--- src/rtl/pipelined_right_shifter_if.sv ---
// Streaming bus for pipelined_right_shifter: operand side plus result side.
// PIPELINED_RIGHT_SHIFTER_ROTATE_EN adds the per-operation Rotate bit.
interface pipelined_right_shifter_if #(
    parameter int WIDTH = 32
);
    localparam int SHIFT_BITS = $clog2(WIDTH);

    // Valid/ready: a transfer happens on a rising edge where valid && ready; the
    // producer holds its payload until then, and ready never depends on valid.
    logic [WIDTH-1:0]      In;
    logic [SHIFT_BITS-1:0] ShiftAmount;
    logic                  ShiftIn;
    logic                  InValid;
    logic                  InReady;
    logic [WIDTH-1:0]      Out;
    logic                  OutValid;
    logic                  OutReady;
    logic                  Busy;
`ifdef PIPELINED_RIGHT_SHIFTER_ROTATE_EN
    logic                  Rotate;

    modport master (
        output In, ShiftAmount, ShiftIn, Rotate, InValid, OutReady,
        input  InReady, Out, OutValid, Busy
    );
    modport slave (
        input  In, ShiftAmount, ShiftIn, Rotate, InValid, OutReady,
        output InReady, Out, OutValid, Busy
    );
`else
    modport master (
        output In, ShiftAmount, ShiftIn, InValid, OutReady,
        input  InReady, Out, OutValid, Busy
    );
    modport slave (
        input  In, ShiftAmount, ShiftIn, InValid, OutReady,
        output InReady, Out, OutValid, Busy
    );
`endif
endinterface

--- src/rtl/pipelined_right_shifter.sv ---
// Pipelined right barrel shifter, one register per mux level (largest shift first).
// Optional rotate mode via PIPELINED_RIGHT_SHIFTER_ROTATE_EN.
module pipelined_right_shifter #(
    parameter int WIDTH = 32
) (
    input logic                      Clock,
    input logic                      Reset,
    pipelined_right_shifter_if.slave bus
);
    localparam int SHIFT_BITS = $clog2(WIDTH);

    typedef logic [WIDTH-1:0]      data_t;
    typedef logic [SHIFT_BITS-1:0] amt_t;

    data_t               data_q   [1:SHIFT_BITS];
    amt_t                amt_q    [1:SHIFT_BITS];
    logic                fill_q   [1:SHIFT_BITS];
    logic                rot_q    [1:SHIFT_BITS];
    logic [SHIFT_BITS:1] valid_q;

    data_t               data_d   [1:SHIFT_BITS];
    data_t               src_data [1:SHIFT_BITS];
    amt_t                src_amt  [1:SHIFT_BITS];
    logic                src_fill [1:SHIFT_BITS];
    logic                src_rot  [1:SHIFT_BITS];
    logic [SHIFT_BITS:1] src_valid;
    logic [SHIFT_BITS:1] load;
    logic                rot_in;

`ifdef PIPELINED_RIGHT_SHIFTER_ROTATE_EN
    assign rot_in = bus.Rotate;
`else
    assign rot_in = 1'b0;
`endif

    function automatic data_t shift_right(input data_t v, input int s,
                                          input logic fill, input logic rot);
        data_t ones;
        ones = '1;
        if (rot)
            return (v >> s) | (v << (WIDTH - s));
        return (v >> s) | (fill ? ~(ones >> s) : '0);
    endfunction

    // Stage k's input is stage k-1's register; stage 1 takes the bus.
    always_comb begin
        src_data[1]  = bus.In;
        src_amt[1]   = bus.ShiftAmount;
        src_fill[1]  = bus.ShiftIn;
        src_rot[1]   = rot_in;
        src_valid[1] = bus.InValid;
        for (int k = 2; k <= SHIFT_BITS; k++) begin
            src_data[k]  = data_q[k-1];
            src_amt[k]   = amt_q[k-1];
            src_fill[k]  = fill_q[k-1];
            src_rot[k]   = rot_q[k-1];
            src_valid[k] = valid_q[k-1];
        end
        for (int k = 1; k <= SHIFT_BITS; k++) begin
            data_d[k] = src_amt[k][SHIFT_BITS-k]
                      ? shift_right(src_data[k], 1 << (SHIFT_BITS - k), src_fill[k], src_rot[k])
                      : src_data[k];
        end
    end

    // A stage loads when empty or when the stage after it is taking its entry.
    always_comb begin
        logic adv;
        adv  = valid_q[SHIFT_BITS] && bus.OutReady;
        load = '0;
        for (int k = SHIFT_BITS; k >= 1; k--) begin
            adv     = !valid_q[k] || adv;
            load[k] = adv;
        end
    end

    always_ff @(posedge Clock) begin
        if (Reset) begin
            valid_q <= '0;
            for (int k = 1; k <= SHIFT_BITS; k++) begin
                data_q[k] <= '0;
                amt_q[k]  <= '0;
                fill_q[k] <= 1'b0;
                rot_q[k]  <= 1'b0;
            end
        end else begin
            for (int k = 1; k <= SHIFT_BITS; k++) begin
                if (load[k]) begin
                    data_q[k]  <= data_d[k];
                    amt_q[k]   <= src_amt[k];
                    fill_q[k]  <= src_fill[k];
                    rot_q[k]   <= src_rot[k];
                    valid_q[k] <= src_valid[k];
                end
            end
        end
    end

    assign bus.InReady  = load[1];
    assign bus.Out      = data_q[SHIFT_BITS];
    assign bus.OutValid = valid_q[SHIFT_BITS];
    assign bus.Busy     = |valid_q;
endmodule

--- src/flat_wrapper.sv ---
// flat-port wrapper written by rule: the top's interface ports become plain ports
module pipelined_right_shifter_flat 
#(
    parameter int WIDTH = 32
)
  (Clock, Reset, bus_In, bus_ShiftAmount, bus_ShiftIn, bus_InValid, bus_OutReady, bus_InReady, bus_Out, bus_OutValid, bus_Busy);
  pipelined_right_shifter_if #(.WIDTH(WIDTH)) bus_i ();
  input logic Clock;
  input logic Reset;
  input wire logic [$bits(bus_i.In)-1:0] bus_In;
  input wire logic [$bits(bus_i.ShiftAmount)-1:0] bus_ShiftAmount;
  input wire logic [$bits(bus_i.ShiftIn)-1:0] bus_ShiftIn;
  input wire logic [$bits(bus_i.InValid)-1:0] bus_InValid;
  input wire logic [$bits(bus_i.OutReady)-1:0] bus_OutReady;
  output wire logic [$bits(bus_i.InReady)-1:0] bus_InReady;
  output wire logic [$bits(bus_i.Out)-1:0] bus_Out;
  output wire logic [$bits(bus_i.OutValid)-1:0] bus_OutValid;
  output wire logic [$bits(bus_i.Busy)-1:0] bus_Busy;
  assign bus_i.In = bus_In;
  assign bus_i.ShiftAmount = bus_ShiftAmount;
  assign bus_i.ShiftIn = bus_ShiftIn;
  assign bus_i.InValid = bus_InValid;
  assign bus_i.OutReady = bus_OutReady;
  assign bus_InReady = bus_i.InReady;
  assign bus_Out = bus_i.Out;
  assign bus_OutValid = bus_i.OutValid;
  assign bus_Busy = bus_i.Busy;
  pipelined_right_shifter #(.WIDTH(WIDTH)) u_core (.Clock(Clock), .Reset(Reset), .bus(bus_i));
endmodule
--- config.mk ---
export PLATFORM = sky130hd
export DESIGN_NAME = pipelined_right_shifter_flat
export DESIGN_NICKNAME = d
export VERILOG_FILES = /design/src/rtl/pipelined_right_shifter_if.sv /design/src/rtl/pipelined_right_shifter.sv /design/src/flat_wrapper.sv
export SDC_FILE = /design/constraint.sdc
export NUM_CORES = 1
export LEC_CHECK = 0
export ABC_AREA = 1
export BUFFER_PORTS_ARGS = -buffer_cell sky130_fd_sc_hd__buf_2
export CORE_MARGIN = 1
export CORE_UTILIZATION = 53
export CTS_CLUSTER_DIAMETER = 40
export DETAILED_ROUTE_END_ITERATION = 16
export MAX_ROUTING_LAYER = met4
export PLACE_DENSITY = 0.75
export REMOVE_ABC_BUFFERS = 1
export SYNTH_ARGS = -nofsm -noshare
export SYNTH_HDL_FRONTEND = slang
export SYNTH_SLANG_ARGS = --single-unit
export TNS_END_PERCENT = 100
--- constraint.sdc ---
create_clock -name Clock -period 2.5 [get_ports Clock]
set_input_delay 0.375 -clock Clock [delete_from_list [all_inputs] [get_ports Clock]]
set_output_delay 0.375 -clock Clock [all_outputs]
set_load 0.01 [all_outputs]
==> results of run 1 <==
[synth_stat cells]
library cell    n  area, um^2
buf_2          13       65.06
nor2_1         81       304.0
nand2_4         2       22.52
clkbuf_8        1       13.76
o21ai_4         1       16.27
nor3_1          1       5.000
nor2_2          3       18.77
a21oi_1       122       610.6
edfxtp_1      174        5225
dfxtp_1         5       100.1
buf_4          32       240.2
nand3_2         1       10.01
buf_8           5       75.07
nand2_1       194       728.2
nand2_2         1       6.260
clkbuf_4        1       7.510
buf_6           4       45.04
nand4_1         1       6.260
inv_1          28       105.1
nand3_4         1       17.52
clkbuf_1       18       67.56
nor2_4          1       11.26
mux2i_1        40       400.4
nand3_1         3       15.01
o21ai_0         1       5.000
[power by group]
| part | leakage (nW) | total (mW) | internal (mW) | switching, mW |
|---|---|---|---|---|
| sequential | 2.14 | 3.45 | 3.39 | 0.0594 |
| clock | 0.286 | 2.69 | 1.58 | 1.11 |
| combinational | 1.14 | 0.311 | 0.124 | 0.187 |
| total | 3.56 | 6.45 | 5.09 | 1.36 |
[state kept, by name, indices dropped and copies added, names as in the netlist]
name and count:
u_core.data_q 160, u_core.amt_q 10, u_core.valid_q 5, u_core.fill_q 4
[metal layers]
metal  vias up  share of wire (%)
met5         -                  0
li1       2532                  -
met1      2236                 46
met4         0                1.5
met3        13                4.2
met2       154                 49
[layout by cell type, fill, tap and decap left out, drive strengths merged]
cell	instances
dfxtp	5
buf	86
nand4	1
clkinvlp	3
clkbuf	17
inv	31
clkinv	6
mux2i	40
nand2	197
a21oi	122
nor2	85
bufinv	3
o21ai	2
nor3	1
nand3	5
edfxtp	174
[cells by family (layout without fill, tap and decap cells)]
family	after synthesis	count (layout)	synth area share [%]
compound gates	124	124	7.780
mux	40	40	4.930
buf+inv	102	146	7.626
simple gates	289	289	14.10
flops	179	179	65.57
[final timing paths]
check                           to  cells past startpoint
max                    bus_InReady                      4
max reg2reg  u_core.data_q[0][137]                      4
min reg2reg      u_core.valid_q[3]                      2
min              u_core.valid_q[4]                      2
[critical path, cell delays in order, from the launching register on]
cell and delay (ns):
dfxtp_1 0.45, nand3_4 0.15, nor2_4 0.12, nand3_2 0.11, buf_2 0.16
[layout make-up]
type / count / area share (%)
flip-flops and latches: 179 / 59.75
multi-input cells: 453 / 24.43
clock inverters: 15 / 2.036
well taps: 184 / 2.583
repair buffers: 86 / 5.251
clock buffers: 17 / 4.773
inverters: 28 / 1.179
[stage by stage]
| stage | worst slack (ns) | hold slack (ns) | cells | instance area, um^2 | power [mW] |
|---|---|---|---|---|---|
| after detailed placement | 0.6490 | 0.4932 | 930 | 8305 | 3.818 |
| after floorplan | 0.06573 | 0.4441 | 660 | 7607 | 3.696 |
| after global routing | 0.5657 | 0.1309 | 962 | 8912 | 6.665 |
| final | 0.7043 | 0.1371 | 962 | 8912 | 6.449 |
| after CTS | 0.6743 | 0.1192 | 962 | 8912 | 6.492 |
| after global placement | 0.7508 | 0.4793 | 930 | 8305 | 3.806 |
==> results by group, run 1 <==
Timing
  – Max Clk Rate: ~560 MHz
  – Slew at the pin with the worst max-slew slack: roughly 0.87 ns
  – Final hold violations: 0
  – Min cycle time layout: 1.796 ns
  – Ratio of final minimum period to clock period: 71.83%
  – Maximum clock skew at final layout: 0.008142 ns
  – Relative slew slack: 41.60%
  – Max Transition Viols Final: 0
  – Final sum of negative setup slack: 0 ns
  – Final setup viols: 0
  – Unrepaired setup endpoints after global routing: no

Die
  – Number of placement rows: 44
  – Placeable core area: 0.01475 mm^2
  – Starting Density: 55.05%
  – Die height: ~130 um
  – I/O pin cnt: between 70 and 80
  – Die Outline Area: 0.01582 mm^2
  – Overall die width: 125.8 um

GRT
  – Layer with the highest usage: met2
  – Via count of the first global-routing pass: ~4600
  – GR Util met1: 21.51%
  – Pin count of the biggest net entering global routing: 38
  – Gr ovfl total: 0
  – Antenna violations before repair: 0
  – GR met2 Demand/Resource: 27.65%
  – First-pass GRT wire length: 21160 um
  – Combined global-route utilization of all metal layers: 17.44%
  – Met3 demand-to-capacity share in global routing: 3.993%

Finish
  – Final layout net count: 807
  – Antenna fix cells: 0
  – Final core utilization: 60.41%
  – Area occupied by multi-input gates: 0.002177 mm^2
  – Syn-to-layout area delta: 9.737%
  – Register cell area after layout: 0.005325 mm^2
  – Fraction of final layout cells with drive strength greater than 1: 16.20%
  – Number of fill cells in the layout: 1170

Critical path
  – Slack of the worst reg-to-reg path: 0.73 ns
  – Endpoint class of the critical path: primary output
  – Maximum fanout encountered on the critical timing path: 6
  – Type of element launching the critical path: flop
  – Critical path launch point: u_core.valid_q[5]
  – Crit path DAT: 1.42 ns
  – Critical R2R Launch: u_core.amt_q[0][16]
  – Type of the worst setup path: reg2out
  – CP Data Required Time: around 2.1 ns

Power
  – IR drop worst, VDD: 0.0004898 V
  – Power Density: 723.7 mW/mm^2
  – Leakage: 3.561 nW

Hold path
  – Hold Path Origin: Reset
  – Type of the tightest min-delay check: in2reg

Yosys
  – Sequential share of the synthesized area: 65.57%
  – Total of warnings raised by yosys: 0
  – Number of distinct standard cells referenced by the synthesized netlist: 25
  – Post-Syn Area per Cell: 11.06 um^2
  – Yosys reg bits: 179
  – Cell area after synthesis: 0.008122 mm^2
  – Gate count after technology mapping: 734

Detailed routing
  – Vias after detailed routing: 4935
  – Post-detailed-route via-to-cell ratio: 5.130
  – Number of optimization iterations in the first detailed-route pass: 5
  – Final WL: about 12000 um
  – DRC marker count from the first detailed-route iteration: 274
  – Average routed wire per standard cell: about 13 um
  – Antenna-violating nets left: 0
  – DRC: 0

Clock network
  – Number of hold-repair buffers added at the cts stage: 0
  – CTS clk-pin slew, worst paths: 0.06 ns
  – Post-CTS Setup Bufs: 0
  – Inserted Clock Buffers: 17
  – TritonCTS clock tree: yes
  – Count of cells resized by post-cts repair: 0
  – Clock latency reported for the late side of the worst-skew pair: 0.43 ns
  – Root Driver: clkbuf_16
  – Total number of clock tree sinks: 179
  – CTS H-tree depth: 4
  – CTS Buffer Depth: 2

Status
  – Outcome: finished, final reports clean

Placement
  – Number of buffer cells added on primary ports: 76
  – Last weighted congestion value of the routability-driven placer: 0.8029
  – Post-detail-place hpwl: 8069 um

Job
  – Reported max-cap violation count: 0
Note: power is estimated with default switching activity, not from simulation.
==> run 2, diff against run 1 <==
--- a/config.mk
+++ b/config.mk
@@ -8,11 +8,11 @@
 export ABC_AREA = 1
 export BUFFER_PORTS_ARGS = -buffer_cell sky130_fd_sc_hd__buf_2
 export CORE_MARGIN = 1
-export CORE_UTILIZATION = 53
+export CORE_UTILIZATION = 59
 export CTS_CLUSTER_DIAMETER = 40
 export DETAILED_ROUTE_END_ITERATION = 16
 export MAX_ROUTING_LAYER = met4
-export PLACE_DENSITY = 0.75
+export PLACE_DENSITY = 0.79
 export REMOVE_ABC_BUFFERS = 1
 export SYNTH_ARGS = -nofsm -noshare
 export SYNTH_HDL_FRONTEND = slang
==> constraint.sdc (replaced) <==
create_clock -name Clock -period 1.75 [get_ports Clock]
set_input_delay 0.2625 -clock Clock [delete_from_list [all_inputs] [get_ports Clock]]
set_output_delay 0.2625 -clock Clock [all_outputs]
set_load 0.01 [all_outputs]
==> results by group, run 2 (same netlist as run 1, synthesis figures left out) <==
Status
  – Outcome: finished, final reports clean

Job
  – Reported max-cap violation count: 0

Finish
  – Number of fill cells in the layout: slightly below 1000
  – Most common cell after layout, fill and taps aside: nand2_1
  – Syn-to-layout area delta: 10.58%
  – Fraction of final layout cells with drive strength greater than 1: 16.58%
  – Number of flip-flops under the largest register name: 160
  – Final layout net count: 813
  – Largest registers: u_core.data_q x160, u_core.amt_q x10, u_core.valid_q x5
  – Register name with the most flops: u_core.data_q
  – Antenna fix cells: 0
  – Most frequent cells in the layout: nand2_1, edfxtp_1, a21oi_1, nor2_1, buf_2

Critical path
  – Type of the worst setup path: reg2out
  – Slack of the worst reg-to-reg path: 0.25 ns
  – Crit path DAT: 1.32 ns
  – Count of cells along the worst register-to-register path: 6
  – Standard cell with the maximum stage delay on the critical path: dfxtp_1
  – CP Data Required Time: approximately 1.5 ns
  – Buffers and inverters on the worst path: 1
  – Endpoint class of the critical path: primary output
  – Series of cell instances along the critical path: nand3_4 > nor2_4 > nand3_2 > buf_2
  – RR Endpoint: u_core.amt_q[0][7]
  – Critical path's largest stage delay: 0.39 ns
  – Maximum fanout encountered on the critical timing path: 4
  – Type of element launching the critical path: flop
  – Critical R2R Launch: u_core.valid_q[4]
  – Gate family responsible for the most delay along the worst path: flip-flops

Detailed routing
  – Post-detailed-route via-to-cell ratio: about 5
  – Antenna-violating nets left: 0
  – Final WL: 11290 um
  – Number of optimization iterations in the first detailed-route pass: 4
  – Average routed wire per standard cell: roughly 12 um
  – DRC marker count from the first detailed-route iteration: 357
  – DRC: 0
  – Vias after detailed routing: around 4800

Power
  – Power share of the clock group: 39.9%
  – IR drop worst, VDD: 0.0006801 V
  – Sequential share of power: 55.0%
  – Power Density: 997.0 mW/mm^2
  – Switch Pwr: ~1.8 mW
  – Power Total: about 9.0 mW
  – Internal power: 7.117 mW
  – Net switching fraction of the power: roughly a fifth
  – Share of total power in combinational logic: 5.1%
  – Leakage: ~3.6 nW

Timing
  – Max Transition Viols Final: 0
  – Min cycle time layout: about 1.6 ns
  – Max Clk Rate: 633.4 MHz
  – Ratio of final minimum period to clock period: approximately 90%
  – Maximum clock skew at final layout: 0.006546 ns
  – Final hold violations: 0
  – Unrepaired setup endpoints after global routing: no
  – Final setup viols: 0
  – Final sum of negative setup slack: 0 ns
  – Slew at the pin with the worst max-slew slack: 0.5314 ns
  – Relative slew slack: 64.53%

Hold path
  – Hold Path Origin: Reset
  – Type of the tightest min-delay check: in2reg
  – Worst hold path depth: 2
  – End point of the most critical hold path: u_core.valid_q[5]

Clock network
  – CTS clk-pin slew, worst paths: 0.06 ns
  – CTS H-tree depth: 4
  – Total number of clock tree sinks: approximately 180
  – TritonCTS clock tree: yes
  – Inserted Clock Buffers: 17
  – Root Driver: clkbuf_16
  – Clock latency reported for the late side of the worst-skew pair: roughly 0.4 ns
  – CTS Buffer Depth: 2

GRT
  – First-pass GRT wire length: 19490 um
  – Gr ovfl total: 0
  – Pin count of the biggest net entering global routing: 38
  – Antenna violations before repair: 0
  – Combined global-route utilization of all metal layers: 17.59%
  – Via count of the first global-routing pass: approximately 4400

Die
  – Starting Density: about three fifths
  – Die Outline Area: roughly 0.014 mm^2
  – Number of placement rows: 42
  – Die height: between 100 and 150 um
  – Placeable core area: 0.01335 mm^2
  – Overall die width: around 120 um
  – I/O pin cnt: 77

Placement
  – Post-detail-place hpwl: 7602 um
  – Last weighted congestion value of the routability-driven placer: 0.8338
  – Number of buffer cells added on primary ports: 76
-- run 2: repair_timing --
| action | in CTS | in global routing |
|---|---|---|
| gates resized for setup | 0 | 1 |
| buffers inserted | 0 | 0 |
| endpoints found under the setup margin | 0 | 1 |
| hold buffers | 0 | 0 |
-- run 2: power groups by stage --
| stage | combinational, mW | clock, mW | sequential (mW) |
|---|---|---|---|
| floorplan | 0.269 | 0 | 5.01 |
| global placement | 0.443 | 0 | 5.00 |
| detailed placement | 0.454 | 0 | 5.01 |
| CTS | 0.460 | 3.64 | 4.92 |
| global route | 0.517 | 3.82 | 4.94 |
| finish | 0.459 | 3.57 | 4.92 |
-- run 2: layer usage --
layer	global-route usage (%)	vias to the layer above	share of wire, %
li1	-	2543	-
met1	20.86	2134	46
met2	28.82	138	48
met3	3.736	22	4.1
met4	8.359	0	2.6
met5	-	-	0
-- run 2: layout make-up --
| cell class | count | area, um^2 | area share [%] |
|---|---|---|---|
| clock buffer | 17 | 425.4 | 4.737 |
| sequential | 179 | 5326 | 59.31 |
| inverter | 28 | 105.1 | 1.170 |
| tap | 176 | 220.2 | 2.452 |
| clock inverter | 15 | 138.9 | 1.546 |
| multi-input combinational | 453 | 2177 | 24.24 |
| timing repair buffer | 92 | 588.1 | 6.548 |
-- run 2: worst max-delay path by stage --
stage	from	endpoint	cells past startpoint
after floorplan	u_core.valid_q[5]	u_core.amt_q[0][5]	5
after global placement	bus_OutReady	u_core.amt_q[0][6]	8
final	u_core.valid_q[4]	bus_InReady	4
after CTS	u_core.valid_q[5]	bus_InReady	4
after detailed placement	bus_OutReady	u_core.amt_q[0][7]	8
after global routing	u_core.valid_q[5]	bus_InReady	4
-- run 2: worst reg2reg max path: cells and delay by family (launching register included) --
| kind | cells | cell delay (ns) |
|---|---|---|
| DFF | 1 | 0.39 |
| buffers and inverters | 2 | 0.33 |
| and+or+nand+nor | 4 | 0.52 |
-- run 2: through the flow --
| stage | instance area [um^2] | instances | setup WS [ns] | util, % | hold slack [ns] |
|---|---|---|---|---|---|
| 2_1_floorplan | 7607 | 660 | -0.6211 | - | 0.3316 |
| 3_3_place_gp | 8416 | 928 | 0.1870 | 63.05 | 0.4481 |
| 3_5_place_dp | 8416 | 928 | 0.1540 | 63.05 | 0.4526 |
| 4_1_cts | 8980 | 960 | 0.06973 | 67.28 | 0.01382 |
| 5_1_grt | 8981 | 960 | 0.07380 | 67.29 | 0.02250 |
| 6_report | 8981 | 960 | 0.1713 | 67.29 | 0.02309 |
